**src/rtl/pipe_control_unit.sv**
```systemverilog
// Pipelined control for the five-stage WISC-F24 core: decodes the ID opcode, carries the
// control bundle through ID/EX, EX/MEM and MEM/WB, and inserts load-use / squash / halt bubbles.
module pipe_control_unit #(
  parameter int REG_W          = 4,
  parameter bit LOAD_USE_STALL = 1'b1,
  parameter bit HALT_AT_WB     = 1'b1
) (
  input  logic             clk,
  input  logic             rst_n,
  input  logic [15:0]      id_instr,
  input  logic             id_valid,
  input  logic             flush_ifid,
  input  logic             stall_ext,
  output logic             id_branch,
  output logic             id_branchr,
  output logic             id_pcs,
  output logic             stall_if_id,
  output logic             fetch_stop,
  output logic             ex_valid,
  output logic             ex_alu_src,
  output logic             ex_llb_en,
  output logic             ex_hlb_en,
  output logic             ex_reg_dst,
  output logic [2:0]       ex_flag_en,
  output logic [REG_W-1:0] ex_rd,
  output logic             mem_valid,
  output logic             mem_read,
  output logic             mem_write,
  output logic             wb_valid,
  output logic             wb_reg_write,
  output logic             wb_mem_to_reg,
  output logic             wb_pcs,
  output logic [REG_W-1:0] wb_rd,
  output logic             halted
);

  typedef struct packed {
    logic             alu_src, llb_en, hlb_en, reg_dst;
    logic [2:0]       flag_en;
    logic             mem_read, mem_write, reg_write, mem_to_reg, pcs, halt;
    logic [REG_W-1:0] rd;
  } ex_t;

  typedef struct packed {
    logic             mem_read, mem_write, reg_write, mem_to_reg, pcs, halt;
    logic [REG_W-1:0] rd;
  } mem_t;

  typedef struct packed {
    logic             reg_write, mem_to_reg, pcs;
    logic [REG_W-1:0] rd;
  } wb_t;

  logic [3:0]       opc;
  logic [REG_W-1:0] f_rd, f_rs, f_rt;
  ex_t              dec;
  logic             dec_branch, dec_branchr;
  logic             use_rs, use_rt, use_rd;
  logic             rd_hit, load_use, kill;

  ex_t              ex_q, ex_d;
  mem_t             mem_q, mem_d;
  wb_t              wb_q, wb_d;
  logic [2:0]       vld_pipe_q, vld_pipe_d;   // [0]=ID/EX, [1]=EX/MEM, [2]=MEM/WB
  logic             fetch_stop_q, fetch_stop_d;
  logic             halted_q, halted_d;

  assign opc  = id_instr[15:12];
  assign f_rd = id_instr[8 +: REG_W];
  assign f_rs = id_instr[4 +: REG_W];
  assign f_rt = id_instr[0 +: REG_W];

  always_comb begin
    dec         = '0;
    dec_branch  = 1'b0;
    dec_branchr = 1'b0;
    use_rs      = 1'b0;
    use_rt      = 1'b0;
    use_rd      = 1'b0;
    case (opc)
      4'b0000, 4'b0001, 4'b0010, 4'b0011, 4'b0111: begin
        dec.reg_dst = 1'b1; dec.reg_write = 1'b1; use_rs = 1'b1; use_rt = 1'b1;
      end
      4'b0100, 4'b0101, 4'b0110: begin
        dec.reg_dst = 1'b1; dec.reg_write = 1'b1; dec.alu_src = 1'b1; use_rs = 1'b1;
      end
      4'b1000: begin
        dec.reg_write = 1'b1; dec.alu_src = 1'b1; dec.mem_read = 1'b1;
        dec.mem_to_reg = 1'b1; use_rs = 1'b1;
      end
      4'b1001: begin
        dec.alu_src = 1'b1; dec.mem_write = 1'b1; use_rs = 1'b1; use_rd = 1'b1;
      end
      4'b1010: begin
        dec.reg_dst = 1'b1; dec.reg_write = 1'b1; dec.alu_src = 1'b1;
        dec.llb_en = 1'b1; use_rd = 1'b1;
      end
      4'b1011: begin
        dec.reg_dst = 1'b1; dec.reg_write = 1'b1; dec.alu_src = 1'b1;
        dec.hlb_en = 1'b1; use_rd = 1'b1;
      end
      4'b1100: dec_branch = 1'b1;
      4'b1101: begin dec_branch = 1'b1; dec_branchr = 1'b1; use_rs = 1'b1; end
      4'b1110: begin dec.reg_write = 1'b1; dec.pcs = 1'b1; end
      default: dec.halt = 1'b1;
    endcase
    case (opc)
      4'b0000, 4'b0001:                   dec.flag_en = 3'b111;
      4'b0010, 4'b0100, 4'b0101, 4'b0110: dec.flag_en = 3'b001;
      default:                            dec.flag_en = 3'b000;
    endcase
    if (dec.reg_write) dec.rd = f_rd;
  end

  // A load in EX whose destination feeds any register this ID instruction reads.
  assign rd_hit   = (use_rs && (ex_q.rd == f_rs)) || (use_rt && (ex_q.rd == f_rt)) ||
                    (use_rd && (ex_q.rd == f_rd));
  assign load_use = LOAD_USE_STALL && vld_pipe_q[0] && ex_q.mem_read && rd_hit && !flush_ifid;
  assign kill     = !id_valid || flush_ifid || fetch_stop_q || load_use;

  assign id_branch   = dec_branch  && !kill;
  assign id_branchr  = dec_branchr && !kill;
  assign id_pcs      = dec.pcs     && !kill;
  assign stall_if_id = load_use && !stall_ext;

  always_comb begin
    ex_d         = ex_q;
    mem_d        = mem_q;
    wb_d         = wb_q;
    vld_pipe_d   = vld_pipe_q;
    fetch_stop_d = fetch_stop_q;
    halted_d     = halted_q;
    if (!stall_ext) begin
      ex_d       = kill ? '0 : dec;
      mem_d      = '{mem_read: ex_q.mem_read, mem_write: ex_q.mem_write,
                     reg_write: ex_q.reg_write, mem_to_reg: ex_q.mem_to_reg,
                     pcs: ex_q.pcs, halt: ex_q.halt, rd: ex_q.rd};
      wb_d       = '{reg_write: mem_q.reg_write, mem_to_reg: mem_q.mem_to_reg,
                     pcs: mem_q.pcs, rd: mem_q.rd};
      vld_pipe_d = {vld_pipe_q[1:0], !kill};
      if (dec.halt && !kill) fetch_stop_d = 1'b1;
      if (HALT_AT_WB ? (vld_pipe_q[1] && mem_q.halt) : (dec.halt && !kill)) halted_d = 1'b1;
    end
  end

  always_ff @(posedge clk or negedge rst_n) begin
    if (!rst_n) begin
      ex_q         <= '0;
      mem_q        <= '0;
      wb_q         <= '0;
      vld_pipe_q   <= '0;
      fetch_stop_q <= 1'b0;
      halted_q     <= 1'b0;
    end else begin
      ex_q         <= ex_d;
      mem_q        <= mem_d;
      wb_q         <= wb_d;
      vld_pipe_q   <= vld_pipe_d;
      fetch_stop_q <= fetch_stop_d;
      halted_q     <= halted_d;
    end
  end

  assign fetch_stop    = fetch_stop_q;
  assign halted        = halted_q;
  assign ex_valid      = vld_pipe_q[0];
  assign ex_alu_src    = ex_q.alu_src;
  assign ex_llb_en     = ex_q.llb_en;
  assign ex_hlb_en     = ex_q.hlb_en;
  assign ex_reg_dst    = ex_q.reg_dst;
  assign ex_flag_en    = ex_q.flag_en;
  assign ex_rd         = ex_q.rd;
  assign mem_valid     = vld_pipe_q[1];
  assign mem_read      = mem_q.mem_read;
  assign mem_write     = mem_q.mem_write;
  assign wb_valid      = vld_pipe_q[2];
  assign wb_reg_write  = wb_q.reg_write;
  assign wb_mem_to_reg = wb_q.mem_to_reg;
  assign wb_pcs        = wb_q.pcs;
  assign wb_rd         = wb_q.rd;

endmodule
```
**config.mk**
```make
export PLATFORM = sky130hd
export DESIGN_NAME = pipe_control_unit
export DESIGN_NICKNAME = d
export VERILOG_FILES = /design/src/rtl/pipe_control_unit.sv
export SDC_FILE = /design/constraint.sdc
export NUM_CORES = 1
export LEC_CHECK = 0
export ABC_AREA = 1
export BUFFER_PORTS_ARGS = -buffer_cell sky130_fd_sc_hd__buf_4
export CAP_MARGIN = 20
export CORE_ASPECT_RATIO = 0.9
export CORE_MARGIN = 1.5
export CORE_UTILIZATION = 35
export CTS_BUF_LIST = sky130_fd_sc_hd__clkbuf_4
export CTS_CLUSTER_DIAMETER = 120
export DETAILED_ROUTE_END_ITERATION = 12
export GPL_TIMING_DRIVEN = 0
export PLACE_DENSITY = 0.57
export SLEW_MARGIN = 20
export SYNTH_ARGS = -nofsm -noshare
export SYNTH_HDL_FRONTEND = slang
export SYNTH_SLANG_ARGS = --single-unit
```
**constraint.sdc**
```tcl
create_clock -name clk -period 3.1 [get_ports clk]
set_input_delay 0.62 -clock clk [delete_from_list [all_inputs] [get_ports clk]]
set_output_delay 0.62 -clock clk [all_outputs]
set_load 0.02 [all_outputs]
```
Word-level counts from Yosys, hierarchy flattened --
Cells that the tools add are included.
Word-level totals: flip-flop bits (word level) 39, latch bits 0, memory bits (writable) 0, ROM bits 0, input port bits 21, output and inout bits 29, logic and storage cells 95, memories 0
Cells by class: $add $sub $neg 0, multiply operators 0, div/mod/pow operators 0, magnitude comparators 0, equal/unequal tests 17, shifts and indexed selects 0, mux-type cells 17, bitwise operators 1, reduce and logical (&&, ||, !) cells 34
Operator list (number):
- $eq 4x4->1 const B | 7
- $mux 17 | 1
- $eq 4x3->1 const B | 4
- $reduce_or 15->1 | 1
- $mux 1 | 14
- $eq 4x4->1 | 3
- $logic_and 1x1->1 | 12
- $reduce_or 12->1 | 1
- $reduce_or 11->1 | 1
- $reduce_or 10->1 | 1
- $eq 4x2->1 const B | 2
- $reduce_or 7->1 | 1
- $pmux 3 s2 | 1
- $logic_or 1x1->1 | 5
- $reduce_or 5->1 | 1
- $eq 4x1->1 const B | 1
- $logic_not 1->1 | 4
- $logic_not 4->1 | 1
- $mux 4 | 1
- $reduce_and 2->1 | 2
- $reduce_or 2->1 | 2
- $reduce_or 4->1 | 1
- $reduce_or 3->1 | 1
- $not 1->1 | 1

Depth between registers and ports, before layout --
depth in word-level cells 12, mapped depth 11, mapped depth without buffers 10

Least setup slack after synthesis --
OpenSTA, ideal clock, no wires.
path kind input to output, from input id_instr[14], to output id_branch, arrival time 1.807 ns, setup slack 0.673 ns, cell stages on the path 9, buffers on the path 1, path through clkbuf_2 -> inv_1 -> nand2_1 -> a21oi_1 -> nand3_1 -> nand3_2 -> nand2_4 -> nand2_2 -> nor3_1
On the way: longest elaborated chain between the ends 11, elaborated cells between the ends (all ways) 32
Ends and longest elaborated chain:
- from (decl) | RTL line 10 | input logic [15:0] id_instr,
- $eq 4x2->1 (tied with other cells) | RTL line 80 | case (opc)
- $reduce_or 11->1 (no source line) / $reduce_or 5->1 (equally long branches)
- $mux 1 | RTL line 80
- $logic_and 1x1->1 | RTL line 116 | assign rd_hit = (use_rs && (ex_q.rd == f_rs)) || (use_rt && (ex_q.rd == f_rt)) ||
- $logic_or 1x1->1 (2 in a row) | RTL line 116
- $logic_and 1x1->1 (2 in a row) | RTL line 118 | assign load_use = LOAD_USE_STALL && vld_pipe_q[0] && ex_q.mem_read && rd_hit && !flush_ifid;
- $logic_or 1x1->1 | RTL line 119 | assign kill = !id_valid || flush_ifid || fetch_stop_q || load_use;
- $logic_not 1->1
- $logic_and 1x1->1 * | RTL line 121 | assign id_branch = dec_branch && !kill;
- to (decl) | RTL line 14 | output logic id_branch,
Every way passes the cells marked *; elsewhere a longest branch is shown, timed or not.

Worst setup path after layout --
from register ex_q, in the netlist ex_rd[2], to output id_pcs
On the way: longest elaborated chain between the ends 9, elaborated cells between the ends (all ways) 13
Ends and longest elaborated chain:
- from (decl) | RTL line 61 | ex_t ex_q, ex_d;
- from (signal assigned) | RTL line 148 | ex_q <= '0;
- from (signal assigned) | RTL line 155 | ex_q <= ex_d;
- $eq 4x4->1 | RTL line 116
- $logic_and 1x1->1 | RTL line 116
- $logic_or 1x1->1 | RTL line 116
- $logic_or 1x1->1 * | RTL line 116
- $logic_and 1x1->1 * (2 in a row) | RTL line 118
- $logic_or 1x1->1 * | RTL line 119
- $logic_not 1->1 *
- $logic_and 1x1->1 * | RTL line 123 | assign id_pcs = dec.pcs && !kill;
- to (decl) | RTL line 16 | output logic id_pcs,
Marked as above.

==> metrics.md <==
| Metric | Value |
|---|---|
| Crit start category | `register` |
| # clock sinks | `36` |
| Placed Cells | `359` |
| Highest Signal Layer | `met4` |
| 1st-pass router iterations | `4` |
| Layout cells sized above 1 | `23.5%` |
| Critical path startpoint | `ex_rd[2]` |
| Iteration-0 DRC Markers | `111` |
| Count of pins over their slew limit | `0` |
| # rows | `24` |
| CTS clk-pin slew, worst paths | `0.12 ns` |
| IO Pins | `50` |
| CTS tree | `yes` |
| Largest net degree at the start of global routing | `37` |
| Critical path class | `reg -> out` |
| Fill count | `509` |
| Crit path max-delay cell type | `dfrtp_1` |
| Initial antenna violation count | `0` |
| Die footprint | `5730 sq um` |
| CP peak stage delay | `0.46 ns` |
| Final HPWL DP | `3.16 mm` |
| First-pass GRT wire length | `7.58 mm` |
| Layout Skew | `0.00781 ns` |
| Wirelength per Cell | `12.0 um` |
| Port buffer count | `47` |
| Peak supply drop | `168 uV` |
| Vias in the first global route | `1682` |
| Final estimated routing congestion in global placement | `0.832` |
| GRT overflow | `0` |
| Outcome | `finished clean` |
| Sw frac | `24.7%` |
| Initial Util | `37.3%` |
| Yosys cell types | `23` |
| M1 WL | `2.22 mm` |
| Reg2reg end | `ex_flag_en[0]` |
| Psw | `0.218 mW` |
| Largest register by flop count | `mem_q` |
| Largest register FFs | `7` |
| Finished Core Util | `47.7%` |
| Gr usage total | `17.1%` |
| Final min period | `2.52 ns` |
| Stages on worst setup path | `10` |
| Yosys Warn Count | `0` |
| CTS resizes | `0` |
| CTS Buf Count | `5` |
| Synthesized cell area | `1850 sq um` |
| Sequential fraction of design power | `53.1%` |
| Clock buffer depth | `2` |
| Endpoints failing setup | `0` |
| Most frequent CP cell | `nand2_1` |
| Nets | `322` |
| Die Y | `72.0 um` |
| CP top delay family | `simple AND/OR/NAND/NOR gates` |
| Crit-path cells | `inv_1 -> nand2_1 -> nand2_1 -> nor2_1 -> nand3_1 -> nand3_2 -> nand2_4 -> nand2_2 -> nor3_1 -> buf_4` |
| Metal2 WL | `1.84 mm` |
| Worst Path Buf+Inv | `2` |
| Post-synthesis cell count | `247` |
| # diodes | `0` |
| Hold Path Class | `in -> async` |
| Post-synthesis register bit count | `36` |
| Leakage | `1.34 nW` |
| Non-Filler Instances | `367` |
| Rel. slew slack | `59.6%` |
| Setup tns final | `0 ns` |
| RR Startpoint | `fetch_stop` |
| Setup crit end kind | `output pin` |
| Post-CTS setup buffer count | `0` |
| Sequential share of the synthesized area | `48.7%` |
| Fmax | `396 MHz` |
| Clock latency on the worst-skew pair | `0.34 ns` |
| Clk pwr share | `37.7%` |
| Worst-Margin Slew | `0.602 ns` |
| Chip width | `79.6 um` |
| Worst reg2reg path depth | `4` |
| Power Internal | `0.666 mW` |
| Root Buffer | `clkbuf_4` |
| Synthesis-to-layout area growth | `27.8%` |
| Comb pwr share | `9.3%` |
| Vias per inst | `4.65` |
| Critical Path RT | `2.48 ns` |
| Depth of the CTS H-tree | `2` |
| # hold bufs at CTS | `0` |
| Final hold vios | `0` |
| Met3 routed WL | `292 um` |
| Largest regs | `mem_q x7, ex_q x5` |
| RSZ-0062 raised after global routing | `no` |
| Post-synth net total | `268` |
| Largest fanout on the critical path | `8` |
| Setup slack, reg-to-reg | `1.46 ns` |
| PD cells | `374 nW/um^2` |
| Residual DRC | `0` |
| Antenna Nets Post-Route | `0` |
| Synthesized area per cell | `7.49 sq um` |
| Max-cap violations | `0` |
| Final period util | `81.4%` |
| Total number of vias | `1706` |
| Core ar. | `4950 sq um` |
| WP data arrival | `1.90 ns` |
| Total routed wirelength | `4.40 mm` |
[layout make-up]
class | count | area (sq um) | area share (%)
Timing Repair Buffer | 47 | 353 | 14.9
Tap cell | 65 | 81.3 | 3.44
Inverter | 26 | 97.6 | 4.13
Clock buffer | 5 | 37.5 | 1.59
Sequential cell | 36 | 901 | 38.1
Multi-Input combinational cell | 168 | 753 | 31.9
Clock inverter | 3 | 42.5 | 1.80
Buffer | 17 | 98.8 | 4.18
[synth_stat cells]
cell type  count  area (sq um)
dfrtp_1       36           901
o21ai_0       11          55.1
nor3_1         7          35.0
nor2_1        17          63.8
o211ai_1       2          15.0
xor2_1         3          26.3
buf_4          7          52.6
clkbuf_1       8          30.0
nand3_2        1          10.0
nand3_1        2          10.0
a21oi_1        3          15.0
buf_6          1          11.3
clkinv_1       1          3.75
clkbuf_2       1          5.00
o21ai_1        1          5.00
nand2_4        1          11.3
nand2_2        2          12.5
nor3b_2        1          12.5
inv_2          1          3.75
nand2_1      101           379
nand4_1       15          93.8
inv_1         24          90.1
a31o_2         1          8.76
[worst max path at each step]
stage	end	slack, ns
6_report	id_pcs	0.58
5_1_grt	id_branch	0.30
4_1_cts	id_branch	0.58
3_5_place_dp	id_branch	0.63
3_3_place_gp	id_branch	0.57
2_1_floorplan	id_branch	0.67
[power groups by stage]
stage / Combinational (mW) / Clock, mW / Sequential (mW)
2_1_floorplan: 0.0391 / 0 / 0.479
3_3_place_gp: 0.0834 / 0 / 0.479
3_5_place_dp: 0.0835 / 0 / 0.479
4_1_cts: 0.0837 / 0.345 / 0.469
5_1_grt: 0.0944 / 0.366 / 0.470
6_report: 0.0820 / 0.333 / 0.469
[cells by family after synthesis]
group	share of synthesized area, %
buffers and inverters	10.6
flip-flops	48.7
XOR/XNOR	1.42
AO/OA/AOI/OAI	5.34
AND/OR/NAND/NOR	33.9
[layout by cell type, fill, tap and decap left out, types with 3 or more instances in the layout]
master,instances
dfrtp_1,36
xor2_1,3
nor2_1,17
nor3_1,7
o21ai_0,11
clkbuf_4,5
nand2_1,101
inv_1,24
nand4_1,15
clkbuf_1,8
a21oi_1,3
buf_4,54
[per-layer routing]
layer	global-route usage [%]	up-vias
met5	0	-
met4	6.63	0
met3	4.40	7
met2	25.6	57
met1	23.9	769
li1	-	873
[stage by stage]
stage	setup slack (ns)	power [mW]	instance area, sq um	hold slack, ns
CTS	0.576	0.898	2360	0.224
detailed placement	0.634	0.562	2280	0.458
global placement	0.569	0.562	2280	0.453
finish	0.576	0.885	2360	0.209
floorplan	0.673	0.518	1850	0.324
global route	0.300	0.930	2360	0.234
[worst reg2reg max path, delay by kind of cell, from the launching register on]
kind | cells | cell delay [ns]
buf+inv | 1 | 0.45
flops | 1 | 0.42
simple gates | 3 | 0.72
(Power assumes the default switching activity.)
